===== config.mk =====
export PLATFORM = sky130hd
export DESIGN_NAME = sqrt_scheduler
export DESIGN_NICKNAME = d
export VERILOG_FILES = /design/src/rtl/sqrt_scheduler.sv
export SDC_FILE = /design/constraint.sdc
export NUM_CORES = 1
export LEC_CHECK = 0
export CORE_AREA = 2 2 345 347
export DETAILED_ROUTE_END_ITERATION = 16
export DIE_AREA = 0 0 347 349
export GPL_ROUTABILITY_DRIVEN = 0
export PLACE_DENSITY = 0.42
export SYNTH_ARGS = -nofsm -noshare
export SYNTH_HDL_FRONTEND = slang
export SYNTH_SLANG_ARGS = --single-unit

===== constraint.sdc =====
create_clock -name clock -period 5.2 [get_ports clock]
set_input_delay 0.52 -clock clock [delete_from_list [all_inputs] [get_ports clock]]
set_output_delay 0.52 -clock clock [all_outputs]
set_load 0.05 [all_outputs]

===== src/rtl/sqrt_scheduler.sv =====
// sqrt_scheduler: shares one iterative square-root core between four requesters.
// Requesters are granted round-robin. The winner's operand is sent to the core
// with a start pulse. The root, or a timeout abort, is then held for that
// requester until it accepts it.
//
//   state    | meaning
//   ---------+----------------------------------------------------------
//   IDLE     | searching for the next requester after lastGrant
//   ISSUE    | one-cycle start pulse, operand already on sqrtData
//   WAIT     | waiting for sqrtDone, counting towards TIMEOUT
//   RESPOND  | presenting root/abort to the granted requester
module sqrt_scheduler #(
    parameter int IN_WIDTH  = 142,
    parameter int OUT_WIDTH = 72,
    parameter int TIMEOUT   = 80     // legal range 2..255
) (
    input  logic                    clock,
    input  logic                    reset,
    input  logic [3:0]              reqValid,
    input  logic [4*IN_WIDTH-1:0]   reqData,
    output logic [3:0]              reqReady,
    output logic                    sqrtStart,
    output logic [IN_WIDTH-1:0]     sqrtData,
    input  logic                    sqrtDone,
    input  logic [OUT_WIDTH-1:0]    sqrtResult,
    output logic [3:0]              respValid,
    output logic [OUT_WIDTH-1:0]    respData,
    output logic                    respError,
    input  logic [3:0]              respReady,
    output logic                    busy
);

    typedef enum logic [1:0] {
        ST_IDLE    = 2'd0,
        ST_ISSUE   = 2'd1,
        ST_WAIT    = 2'd2,
        ST_RESPOND = 2'd3
    } state_t;

    // Terminal count of the WAIT counter; it starts at 0 in the first WAIT cycle.
    localparam logic [7:0] CNT_LAST = 8'(TIMEOUT - 1);

    state_t                 state_q, state_d;
    logic [1:0]             grant_q, grant_d;
    logic [1:0]             last_q, last_d;
    logic [7:0]             cnt_q, cnt_d;
    logic [IN_WIDTH-1:0]    op_q, op_d;
    logic [3:0]             rvalid_q, rvalid_d;
    logic [OUT_WIDTH-1:0]   rdata_q, rdata_d;
    logic                   rerr_q, rerr_d;

    logic [IN_WIDTH-1:0]    req_op [4];
    logic [1:0]             cand;
    logic [1:0]             winner;
    logic                   win_found;
    logic                   accept;

    // Split the packed operand bus into one slice per requester.
    for (genvar gk = 0; gk < 4; gk++) begin : g_slice
        assign req_op[gk] = reqData[gk*IN_WIDTH +: IN_WIDTH];
    end

    // Round-robin search: scan last+4 down to last+1 so the nearest one wins.
    // last+4 wraps to last itself, which gives the previous winner lowest priority.
    always_comb begin
        cand      = '0;
        winner    = last_q;
        win_found = 1'b0;
        for (int i = 4; i >= 1; i--) begin
            cand = last_q + 2'(i);
            if (reqValid[cand]) begin
                winner    = cand;
                win_found = 1'b1;
            end
        end
    end

    // reqReady is gated by reset so nothing is offered while reset is held.
    assign reqReady = (reset && (state_q == ST_IDLE) && win_found) ? (4'b0001 << winner) : 4'b0000;
    assign accept   = (reqReady != 4'b0000);

    // Next-state and datapath updates for the four-state sequence.
    always_comb begin
        state_d  = state_q;
        grant_d  = grant_q;
        last_d   = last_q;
        cnt_d    = cnt_q;
        op_d     = op_q;
        rvalid_d = rvalid_q;
        rdata_d  = rdata_q;
        rerr_d   = rerr_q;

        unique case (state_q)
            ST_IDLE: begin
                if (accept) begin
                    op_d    = req_op[winner];
                    grant_d = winner;
                    state_d = ST_ISSUE;
                end
            end
            ST_ISSUE: begin
                cnt_d   = 8'd0;
                state_d = ST_WAIT;
            end
            ST_WAIT: begin
                // A done pulse on the last allowed cycle still counts as success.
                if (sqrtDone) begin
                    rdata_d  = sqrtResult;
                    rerr_d   = 1'b0;
                    rvalid_d = 4'b0001 << grant_q;
                    state_d  = ST_RESPOND;
                end else if (cnt_q == CNT_LAST) begin
                    rdata_d  = '0;
                    rerr_d   = 1'b1;
                    rvalid_d = 4'b0001 << grant_q;
                    state_d  = ST_RESPOND;
                end else begin
                    cnt_d = cnt_q + 8'd1;
                end
            end
            ST_RESPOND: begin
                // Only the granted requester can retire the response.
                if (respReady[grant_q]) begin
                    last_d   = grant_q;
                    rvalid_d = 4'b0000;
                    rerr_d   = 1'b0;
                    state_d  = ST_IDLE;
                end
            end
            default: state_d = ST_IDLE;
        endcase
    end

    // State and datapath registers with synchronous active-low reset.
    always_ff @(posedge clock) begin
        if (!reset) begin
            state_q  <= ST_IDLE;
            grant_q  <= 2'd0;
            last_q   <= 2'd3;
            cnt_q    <= 8'd0;
            op_q     <= '0;
            rvalid_q <= 4'b0000;
            rdata_q  <= '0;
            rerr_q   <= 1'b0;
        end else begin
            state_q  <= state_d;
            grant_q  <= grant_d;
            last_q   <= last_d;
            cnt_q    <= cnt_d;
            op_q     <= op_d;
            rvalid_q <= rvalid_d;
            rdata_q  <= rdata_d;
            rerr_q   <= rerr_d;
        end
    end

    assign sqrtStart = (state_q == ST_ISSUE);
    assign sqrtData  = op_q;
    assign respValid = rvalid_q;
    assign respData  = rdata_q;
    assign respError = rerr_q;
    assign busy      = (state_q != ST_IDLE);

endmodule


==> metrics.cfg <==
[status]
status=finished clean

[cts]
postCtsHoldBufs=0
cts_tree=done
clockBufferDepth=3
clkTransAtPathRegs_ns=0.05
clock_latency_ns=0.57
cts_max_level=2
ctsRootBufferMaster=clkbuf_16
cts_buffers=36
cts_resized=0
cts_sinks=233
post_cts_buffers=0

[global_routing]
grt_overflow=0
grt_pass1_vias=15500
track_usage_pct=12.8
grt_pass1_wl_mm=115
grt_max_degree=164
antenna_found_initial=11

[detailed_routing]
dr.pass1.iters=5
drtAntennaViolNets=0
drt_iter0_drc=858
vias=15300
wirelength_mm=82.3
drc=0
viasPerCell=3.98
wl_per_cell_um=21.4

[floorplan]
fp.dieH_um=349
io_pins=876
die_x_um=347
initial_core_util_pct=11.2
core_area_sq_um=117000
die_area_sq_um=121000
num_rows=126

[synthesis]
synth_top_area_share_pct=35.5
synth_area_leaders=dfxtp_1 (36%), and3_1 (14%), a211oi_1 (13%)
synth_most_common_cell=and3_1
ys.flop_type=dfxtp_1
ys_seq_area_share_pct=35.5
yosysUniqueCellTypes=50
synth_seq_cells=233
synth_warnings=0
synth_area_per_cell_sq_um=8.60
synth_edf_count=0
synth_top_area_cell=dfxtp_1
netlist_instances=1526
ys_async_sr_fraction_pct=0
synthesis.area_sq_um=13100
synth_common_cells=and3_1 (286), dfxtp_1 (233), a211oi_1 (224)
syn-num-nets=2183

[placed_design]
hpwl_mm=61.0
io_buffers=875
placed_cells=3773
dp_slack_ns=1.33
place_area_sq_um=23300

[worst_setup_path]
r2r_start=last_q[0]
startpoint=reqValid[3]
end_kind=primary output
critPathMaxFanout=18
required_ns=4.68
cp_data_arrival_time_ns=3.41
crit_type=input port to primary output
cp-start-kind=input port

[min_path]
worstHoldStart=sqrtData[4]
hp-class=register to register

[power]
p_seq_share_pct=24.4
pwr-share-clk_pct=24.7
p_leak_nw=8.91
total_power_mw=10.5
p_comb_share_pct=50.8
p_per_area_nw_per_um2=428
p_switching_mw=4.79
swShare_pct=45.7
ir_drop_uv=174
internal-power_mw=5.69

[sta]
fmax_mhz=254
tightest_slew_ns=0.936
finalHoldViolations=0
setup_tns_ns=0
rsz0062_at_grt=false
finClkSkew_ns=0.0161
fin_hold_ws_ns=0.447
fin_crit_sh_pct=75.7
setup_violations=0
slew_headroom_pct=37.6
maxSlewViolCount=0
fin_ws_ns=1.27
period_needed_ns=3.93

[cells_and_area]
utilization_pct=20.9
area_growth_pct=86.6
drive_above_1_share_pct=6.69
nets=2932
instances_no_fill=3841
fill_cells=13000
final_cell_area_sq_um=24500

[job]
cap_violations=0

-- power groups by stage --
| stage | Sequential, mW | Combinational, mW | Clock [mW] |
|---|---|---|---|
| after CTS | 2.57 | 5.42 | 2.73 |
| after floorplan | 4.10 | 1.57 | 0 |
| after global placement | 2.59 | 5.42 | 0 |
| after detailed placement | 2.60 | 5.41 | 0 |
| after global routing | 2.63 | 5.63 | 2.78 |
| final | 2.56 | 5.33 | 2.59 |
-- layout by cell type, fill, tap and decap left out, drive strengths merged, types with 2 or more instances in the layout --
cell | synthesis | final
diode | 0 | 4
inv | 6 | 8
clkbuf | 90 | 54
nor3 | 5 | 5
o211ai | 5 | 5
a211oi | 284 | 284
buf | 97 | 24
and3 | 286 | 286
ha | 6 | 6
nand2b | 3 | 3
a21boi | 6 | 6
a22oi | 72 | 72
a21oi | 3 | 3
nor2b | 74 | 74
bufinv | 0 | 3
or4b | 2 | 2
nor2 | 12 | 12
o31ai | 142 | 142
xor2 | 6 | 6
a211o | 2 | 2
nand3 | 9 | 9
or4 | 2 | 2
clkinv | 0 | 4
o21ai | 6 | 6
and2 | 6 | 6
clkdlybuf4s50 | 0 | 874
nand2 | 155 | 155
dfxtp | 233 | 233
-- flip-flops by register name, indices dropped and copies added, names as in the netlist --
name and flops:
respError 1, state_q 2, last_q 2, sqrtData 142
grant_q 2, respData 72, respValid 4, cnt_q 8
-- routing by layer --
metal / up-vias / track usage [%] / wire (um)
met2: 572 / 21.4 / 39400
met1: 7324 / 15.7 / 34200
met5: - / 0 / 36
met4: 6 / 3.92 / 2160
met3: 91 / 3.89 / 6400
li1: 7304 / - / -
-- layout make-up --
type                    instances  area, sq um  area share (%)
clock inverters                10          158           0.644
well taps                    1536         1920            7.85
inverters                       6         22.5          0.0919
clock buffers                  54         1070            4.36
diodes                          4         10.0          0.0409
repair buffers                898         9050            36.9
flip-flops and latches        233         4660            19.0
multi-input cells            1100         7600            31.0
-- kinds of logic after synthesis --
| family | Yosys count | synth area share [%] |
|---|---|---|
| xor gates and xnor gates | 6 | 0.400 |
| and+or+nand+nor | 559 | 23.6 |
| DFF | 233 | 35.5 |
| AOI/OAI and AO/OA | 527 | 32.5 |
| muxes | 2 | 0.248 |
| adders and majority gates | 6 | 0.572 |
| buffers and inverters | 193 | 7.05 |
-- worst max-delay path, cell delays in order --
cell and delay, ns:
clkdlybuf4s50_1 0.46, or2b_1 0.26, o21ai_2 0.11, a221o_4 0.58, nor3_1 0.55, clkdlybuf4s50_1 0.92
-- path summary, 6_finish.rpt --
| path | cells after the start | endpoint | slack (ns) |
|---|---|---|---|
| max reg2reg | 6 | sqrtData[129] | 2.27 |
| min reg2reg | 2 | sqrtData[4] | 0.45 |
| min | 2 | sqrtData[4] | 0.45 |
| max | 6 | reqReady[0] | 1.27 |
(Power assumes the default switching activity.)
